**src/rtl/crc32_sched_pkg.sv**
```systemverilog
// Shared constants, FSM state type and the single-bit CRC-32 update used by
// the frame scheduler and its serial engine.
package crc32_sched_pkg;

    localparam logic [31:0] CRC_POLY   = 32'h04C1_1DB7;
    localparam logic [31:0] CRC_INIT   = 32'hFFFF_FFFF;
    localparam logic [31:0] CRC_XOROUT = 32'hFFFF_FFFF;

    typedef enum logic [1:0] {
        IDLE  = 2'd0,
        LOAD  = 2'd1,
        SHIFT = 2'd2,
        DONE  = 2'd3
    } state_t;

    // One MSB-first, non-reflected CRC step for a single data bit.
    function automatic logic [31:0] crc_bit_step(input logic [31:0] crc_in, input logic bit_in);
        logic fb;
        fb = crc_in[31] ^ bit_in;
        return {crc_in[30:0], 1'b0} ^ (fb ? CRC_POLY : 32'h0000_0000);
    endfunction

endpackage

```
**src/rtl/crc32_serial_engine.sv**
```systemverilog
// Bit-serial CRC-32 remainder register: init reloads the seed, shift_en folds
// in one data bit per clock.
module crc32_serial_engine
    import crc32_sched_pkg::*;
(
    input  logic        clk,
    input  logic        rst,
    input  logic        init,
    input  logic        shift_en,
    input  logic        bit_in,
    output logic [31:0] crc
);

    logic [31:0] crc_r;

    // Remainder register; init takes priority over a shift in the same cycle.
    always_ff @(posedge clk or negedge rst) begin
        if (!rst) begin
            crc_r <= CRC_INIT;
        end else if (init) begin
            crc_r <= CRC_INIT;
        end else if (shift_en) begin
            crc_r <= crc_bit_step(crc_r, bit_in);
        end else begin
            crc_r <= crc_r;
        end
    end

    assign crc = crc_r;

endmodule

```
**src/rtl/crc32_frame_sched.sv**
```systemverilog
// Round-robin scheduler sharing one bit-serial CRC-32 engine among NUM_REQ
// byte streams; a grant is held for a whole frame. Build option
// CRC32_FINAL_XOR_EN selects CRC-32/BZIP2 output, otherwise CRC-32/MPEG-2.
module crc32_frame_sched
    import crc32_sched_pkg::*;
#(
    parameter int NUM_REQ = 2,
    parameter int ID_W    = 3
) (
    input  logic                 clk,
    input  logic                 rst,
    input  logic [NUM_REQ-1:0]   req_valid,
    input  logic [8*NUM_REQ-1:0] req_data,
    input  logic [NUM_REQ-1:0]   req_last,
    output logic [NUM_REQ-1:0]   req_ready,
    output logic                 busy,
    output logic                 crc_valid,
    output logic [31:0]          crc_out,
    output logic [ID_W-1:0]      crc_id
);

    function automatic logic [NUM_REQ-1:0] onehot(input logic [ID_W-1:0] idx);
        return {{(NUM_REQ-1){1'b0}}, 1'b1} << idx;
    endfunction

    state_t              state_r;
    logic [ID_W-1:0]     gnt_r;
    logic [ID_W-1:0]     last_grant_r;
    logic [2:0]          bit_cnt_r;
    logic [7:0]          byte_r;
    logic                last_r;
    logic [NUM_REQ-1:0]  ready_r;
    logic                busy_r;
    logic                crc_valid_r;
    logic [31:0]         crc_out_r;
    logic [ID_W-1:0]     crc_id_r;

    logic                pick_found_s;
    logic [ID_W-1:0]     pick_idx_s;
    logic [ID_W-1:0]     cand_s;
    logic                hs_s;
    logic                engine_init_s;
    logic                engine_shift_s;
    logic [31:0]         engine_crc_s;
    logic [31:0]         final_crc_s;
    logic [7:0]          gnt_byte_s;
    logic                gnt_last_s;

    // Round-robin search starting just after the previous frame's owner.
    always_comb begin
        pick_found_s = 1'b0;
        pick_idx_s   = '0;
        cand_s       = '0;
        for (int off = 1; off <= NUM_REQ; off++) begin
            cand_s = ID_W'((int'(last_grant_r) + off) % NUM_REQ);
            if (!pick_found_s && |(req_valid & onehot(cand_s))) begin
                pick_found_s = 1'b1;
                pick_idx_s   = cand_s;
            end else begin
                pick_found_s = pick_found_s;
            end
        end
    end

    // ready_r only ever holds the granted bit, so the AND isolates the owner.
    assign hs_s           = |(req_valid & ready_r);
    assign gnt_byte_s     = 8'(req_data >> {gnt_r, 3'b000});
    assign gnt_last_s     = |(req_last & onehot(gnt_r));
    assign engine_init_s  = (state_r == IDLE) && pick_found_s;
    assign engine_shift_s = (state_r == SHIFT);

`ifdef CRC32_FINAL_XOR_EN
    assign final_crc_s = engine_crc_s ^ CRC_XOROUT;
`else
    assign final_crc_s = engine_crc_s;
`endif

    crc32_serial_engine u_engine (
        .clk      (clk),
        .rst      (rst),
        .init     (engine_init_s),
        .shift_en (engine_shift_s),
        .bit_in   (byte_r[7]),
        .crc      (engine_crc_s)
    );

    // Frame FSM: arbitration, byte capture, bit counting and registered outputs.
    always_ff @(posedge clk or negedge rst) begin
        if (!rst) begin
            state_r      <= IDLE;
            gnt_r        <= '0;
            last_grant_r <= ID_W'(NUM_REQ - 1);
            bit_cnt_r    <= 3'd0;
            byte_r       <= 8'h00;
            last_r       <= 1'b0;
            ready_r      <= '0;
            busy_r       <= 1'b0;
            crc_valid_r  <= 1'b0;
            crc_out_r    <= 32'h0000_0000;
            crc_id_r     <= '0;
        end else begin
            crc_valid_r <= 1'b0;
            case (state_r)
                IDLE: begin
                    if (pick_found_s) begin
                        gnt_r   <= pick_idx_s;
                        ready_r <= onehot(pick_idx_s);
                        busy_r  <= 1'b1;
                        state_r <= LOAD;
                    end else begin
                        state_r <= IDLE;
                    end
                end
                LOAD: begin
                    // A stalled requester keeps its grant; the frame is never abandoned.
                    if (hs_s) begin
                        byte_r    <= gnt_byte_s;
                        last_r    <= gnt_last_s;
                        bit_cnt_r <= 3'd0;
                        ready_r   <= '0;
                        state_r   <= SHIFT;
                    end else begin
                        state_r <= LOAD;
                    end
                end
                SHIFT: begin
                    byte_r    <= {byte_r[6:0], 1'b0};
                    bit_cnt_r <= bit_cnt_r + 3'd1;
                    if (bit_cnt_r == 3'd7) begin
                        if (last_r) begin
                            state_r <= DONE;
                        end else begin
                            ready_r <= onehot(gnt_r);
                            state_r <= LOAD;
                        end
                    end else begin
                        state_r <= SHIFT;
                    end
                end
                DONE: begin
                    crc_valid_r  <= 1'b1;
                    crc_out_r    <= final_crc_s;
                    crc_id_r     <= gnt_r;
                    last_grant_r <= gnt_r;
                    busy_r       <= 1'b0;
                    state_r      <= IDLE;
                end
                default: begin
                    ready_r <= '0;
                    busy_r  <= 1'b0;
                    state_r <= IDLE;
                end
            endcase
        end
    end

    assign req_ready = ready_r;
    assign busy      = busy_r;
    assign crc_valid = crc_valid_r;
    assign crc_out   = crc_out_r;
    assign crc_id    = crc_id_r;

endmodule

```
**config.mk**
```make
export PLATFORM = sky130hd
export DESIGN_NAME = crc32_frame_sched
export DESIGN_NICKNAME = d
export VERILOG_FILES = /design/src/rtl/crc32_sched_pkg.sv /design/src/rtl/crc32_serial_engine.sv /design/src/rtl/crc32_frame_sched.sv
export SDC_FILE = /design/constraint.sdc
export NUM_CORES = 1
export LEC_CHECK = 0
export ABC_AREA = 1
export CORE_ASPECT_RATIO = 1.2
export CORE_MARGIN = 3
export CORE_UTILIZATION = 45
export CTS_CLUSTER_DIAMETER = 200
export DETAILED_ROUTE_END_ITERATION = 12
export MAX_ROUTING_LAYER = met4
export PLACE_DENSITY_LB_ADDON = 0.05
export SLEW_MARGIN = 10
export SYNTH_ARGS = -nofsm -noshare
export SYNTH_HDL_FRONTEND = slang
export SYNTH_HIERARCHICAL = 1
export SYNTH_SLANG_ARGS = --single-unit
```
**constraint.sdc**
```tcl
create_clock -name clk -period 2.1 [get_ports clk]
set_input_delay 0.315 -clock clk [delete_from_list [all_inputs] [get_ports clk]]
set_output_delay 0.315 -clock clk [all_outputs]
set_load 0.005 [all_outputs]
```
==> results.md <==
- The run finished with clean final reports.
- The number of placed cells counting well taps is 622.
- Setup violations remaining at the end of the flow were counted as 0.
- The tool flagged a number of max-cap violations equal to 0.
- The detail-routed net length per standard cell is about 13 um.
- The analysis attributes to cell leakage a power of roughly 0.0025 uW.
- The number of antenna violations at the first check in global routing is 0.
- The overall overflow remaining after global route is 0.
- The tree is rooted in a clkbuf_8.
- The capture point of the critical path is byte_r[7].
- Counting the buffers created by CTS gives 9.
- The sequential cell area fraction in the yosys report is a little under three fifths.
- The cell with the most instances after synthesis is nand2_1.
- The most numerous cell type found on the critical path is nand2_1.
- The critical path data arrival time is a little under 2000 ps.
- The final worst setup slack is 353 ps.
- The most used flip-flop cell after synthesis is dfrtp_1.
- The number of global-route vias before repair came to 3165.
- The first global-routing pass estimated around 14 mm of wire.
- The final clock period utilization by the worst path is between 80 and 90%.
- Summing all non-filler instances in the final layout gives an area of 4770 um2.
- The number of hold-slack violations in the final timing report came to 0.
- The routing usage on met1 is a little under a quarter.
- In this run the register-to-register setup slack is around 350 ps.
- Yosys mapped a number of flops with a built-in enable equal to 0.
- The die outline height is 108 um.
- Timing would allow up to around 0.57 GHz.
- The area added between synthesis and finish is 21.9%.
- The top fanout value on the critical path is 13.
- In the routed design, unresolved DRC markers number 0.
- The remaining max-slew budget at the tightest pin is slightly above 60%.
- The number of nets in the final layout is roughly 550.
- Cells with a size suffix above 1 make up between 10% and 20% of the layout.
- Port buffering added a little under 60 buffers.
- The CTS tree is built.
- Counting buffers and inverters, the worst setup path is 6 cells deep.
- In this run the cell area measured after placement is 4600 um2.
- Entering global routing, the biggest net connects 45 pins.
- Of the total power, combinational logic draws 43.5%.
- The worst hold path belongs to the class flop to flop.
- The most used routing layer is met2.
- The layout has just over 800 filler cells.
- Setup repair after global routing left no endpoint under its margin.
- The sort of element at the start of the critical path is a flop.
- The starting DRC count in detailed routing is 87.
- The number of search-and-repair iterations in the first detailed-routing pass is 4.
- For this run, global-route usage on met2 was measured as 30.5%.
- Ranked by instance count, the synthesized netlist is headed by 197 x nand2_1, 52 x dfrtp_1, 46 x inv_1.
- The critical path data required time is 2330 ps.
- The critical path contains buffers and inverters numbering 2 combined.
- The power per cell area is 1360 nW/um2.
- The worst setup path startpoint is state_r[0].
- The full die area is ~9900 um2.
- The number of synthesized register bits is 85.
- Per report_power, the clock group accounts for 15.1% of the total.
- The mapped netlist covers between 3000 and 4000 um2.
- STA classifies the critical path endpoint as a flop.
- After clock tree synthesis, the flow added hold-fix buffers numbering 1.
- In this run the power spent charging and discharging nets is 2430 uW.
- The share of total power in sequential cells is 41.4%.
- The internal portion of total power is a little over 4000 uW.
- The count of final max-slew check failures is 0.
- The initial core utilization is between 40% and 50%.
- Walking the worst path, the cells encountered are inv_1 -> ha_1 -> o21ai_2 -> inv_2 -> nand2_1 -> nand2_1.
- For the pin with the worst max-slew slack, the measured transition is between 500 and 600 ps.
- The total of warnings raised by yosys is 6.
- The portion of synthesized cell area occupied by the leading cell type is 33.2%.
- Clock-pin slew was measured on the worst setup and hold paths at ~80 ps.
- Global routing used under 10% of the available met3 tracks.
- The largest individual stage delay along the critical path comes from the cell o21ai_2.
- The post-CTS setup-driven buffer insertion count is 0.
- Counting cells, the worst reg-to-reg path comes to 6.
- The post-detailed-routing wire length is about 8.3 mm.
- The critical path in this run is classified as flop to flop.
- Clock skew on the completed layout was measured at between 10 and 15 ps.
- The floorplan step defined a core boundary enclosing around 8300 um2.
- The distinct cell type count after synthesis is 30.
- The worst register-to-register path begins at state_r[0].
- For this run, asynchronously set or reset flops after synthesis account for 100%.
- The global router's overall resource usage is a little under a fifth.
- The wire-length estimate of the detail-placed layout is 5.67 mm.
- The total number of vias is 3066.
- Net switching is ~38% of the power.
- The cell taking the most area after synthesis is dfrtp_1.
- The number of gates resized after CTS was 0.
- The count of boundary I/O pins is 61.
- The peak supply drop is about 0.57 mV.
- The count of cells in the finished layout, fillers not included, comes to around 640.
- The post-synthesis instance total is 459.
- The later-pin clock latency in the skew report is 350 ps.
- The design draws ~6500 uW.
- The antenna cell count is 0.
- The floorplan has 36 rows.
- Before CTS, the worst setup slack after placement is approximately 180 ps.
- The count of H-tree levels built during CTS is 3.
- By area the synthesized netlist is led by dfrtp_1 33%, dfstp_2 22%, nand2_1 19%.
- The via count normalized by instance count is roughly 4.8.
- Each instance of the synthesized netlist takes up on average between 8 and 9 um2.
- The number of sinks driven by the clock tree is 85.
- Once detail routing completed, the nets flagged for antenna violations numbered 0.
- The worst path in the final design needs a cycle of 1750 ps, including I/O delays and setup.
- The total negative slack is 0 ps.
- The x dimension of the die is a little over 90 um.
- The peak per-stage delay on the critical path is about 540 ps.
- The end of the worst register-to-register path is byte_r[7].
- In this design, the largest share of critical-path delay is due to compound AO/OA/AOI/OAI gates.
- No sink is reached through more buffers than the 2 on the longest clock path.
- The final estimated routing congestion in global placement is about 0.84.
[cell usage in the layout, fill, tap and decap left out, types with 5 or more instances in the layout]
cell / synthesis / layout
nand2_1: 197 / 197
clkdlybuf4s50_1: 0 / 57
dfrtp_1: 52 / 52
inv_1: 46 / 46
nand3_1: 35 / 35
dfstp_2: 33 / 33
a22oi_1: 16 / 16
nor2_1: 12 / 12
a21oi_1: 10 / 10
clkbuf_8: 0 / 9
a31oi_1: 7 / 7
buf_4: 3 / 7
ha_1: 6 / 6
o21ai_0: 5 / 5
[layer usage]
layer,part of all wire (%),vias to the layer above
met3,5.0,12
met4,1.4,0
li1,-,1557
met1,46,1433
met5,0,-
met2,48,64
[flip-flops by register name (all words and copies together), names as in the netlist, 2 cells and up]
| register | flops |
|---|---|
| u_engine/crc | 32 |
| bit_cnt_r | 3 |
| req_ready | 2 |
| state_r | 2 |
| byte_r | 8 |
| crc_out | 32 |
[metrics by stage]
step | hold WS, ps | utilization (%)
final | 467 | 57.6
after global routing | 498 | 57.6
after CTS | 471 | 57.6
after detailed placement | 334 | 55.6
after global placement | 337 | 55.6
after floorplan | 19.4 | -
[worst reg2reg max path, stage by stage, from the launching register on]
cell     delay (ps)
dfrtp_1         380
inv_1            70
ha_1            330
o21ai_2         540
inv_2           170
nand2_1         110
nand2_1          50
[worst min-delay path by stage]
stage / from / to / slack, ps / cells past startpoint
floorplan: rst / bit_cnt_r[0] / 20 / 0
global placement: rst / req_ready[1] / 340 / 1
detailed placement: rst / req_ready[1] / 330 / 1
CTS: last_grant_r[0] / last_grant_r[0] / 470 / 2
global route: last_grant_r[0] / last_grant_r[0] / 500 / 2
finish: last_grant_r[0] / last_grant_r[0] / 470 / 2
[layout make-up]
class                           instances  area (um2)  share of cell area (%)
Sequential cell                        85        2170                    45.4
Tap cell                              114         143                    2.99
Clock inverter                          5        27.5                   0.577
Clock buffer                           11         131                    2.75
Timing Repair Buffer                   67         673                    14.1
Inverter                               51         199                    4.17
Multi-Input combinational cell        306        1430                    30.0
[kinds of logic after synthesis]
family                   count (synthesis)  synth area share [%]
AND/OR/NAND/NOR                        256                  27.5
adder cells (fa/ha/maj)                  6                  1.92
buffers and inverters                   69                  8.15
AO/OA/AOI/OAI                           41                  6.71
other                                    1                0.0958
multiplexers                             1                 0.256
flip-flops                              85                  55.4
[power groups by stage]
stage	clock, uW	combinational, uW	sequential [uW]
after CTS	1020	2880	2690
after global placement	0	2820	2700
after global routing	1080	3240	2770
after floorplan	0	1650	2680
final	978	2820	2680
after detailed placement	0	2860	2700
Note: power is estimated with default switching activity, not from simulation.
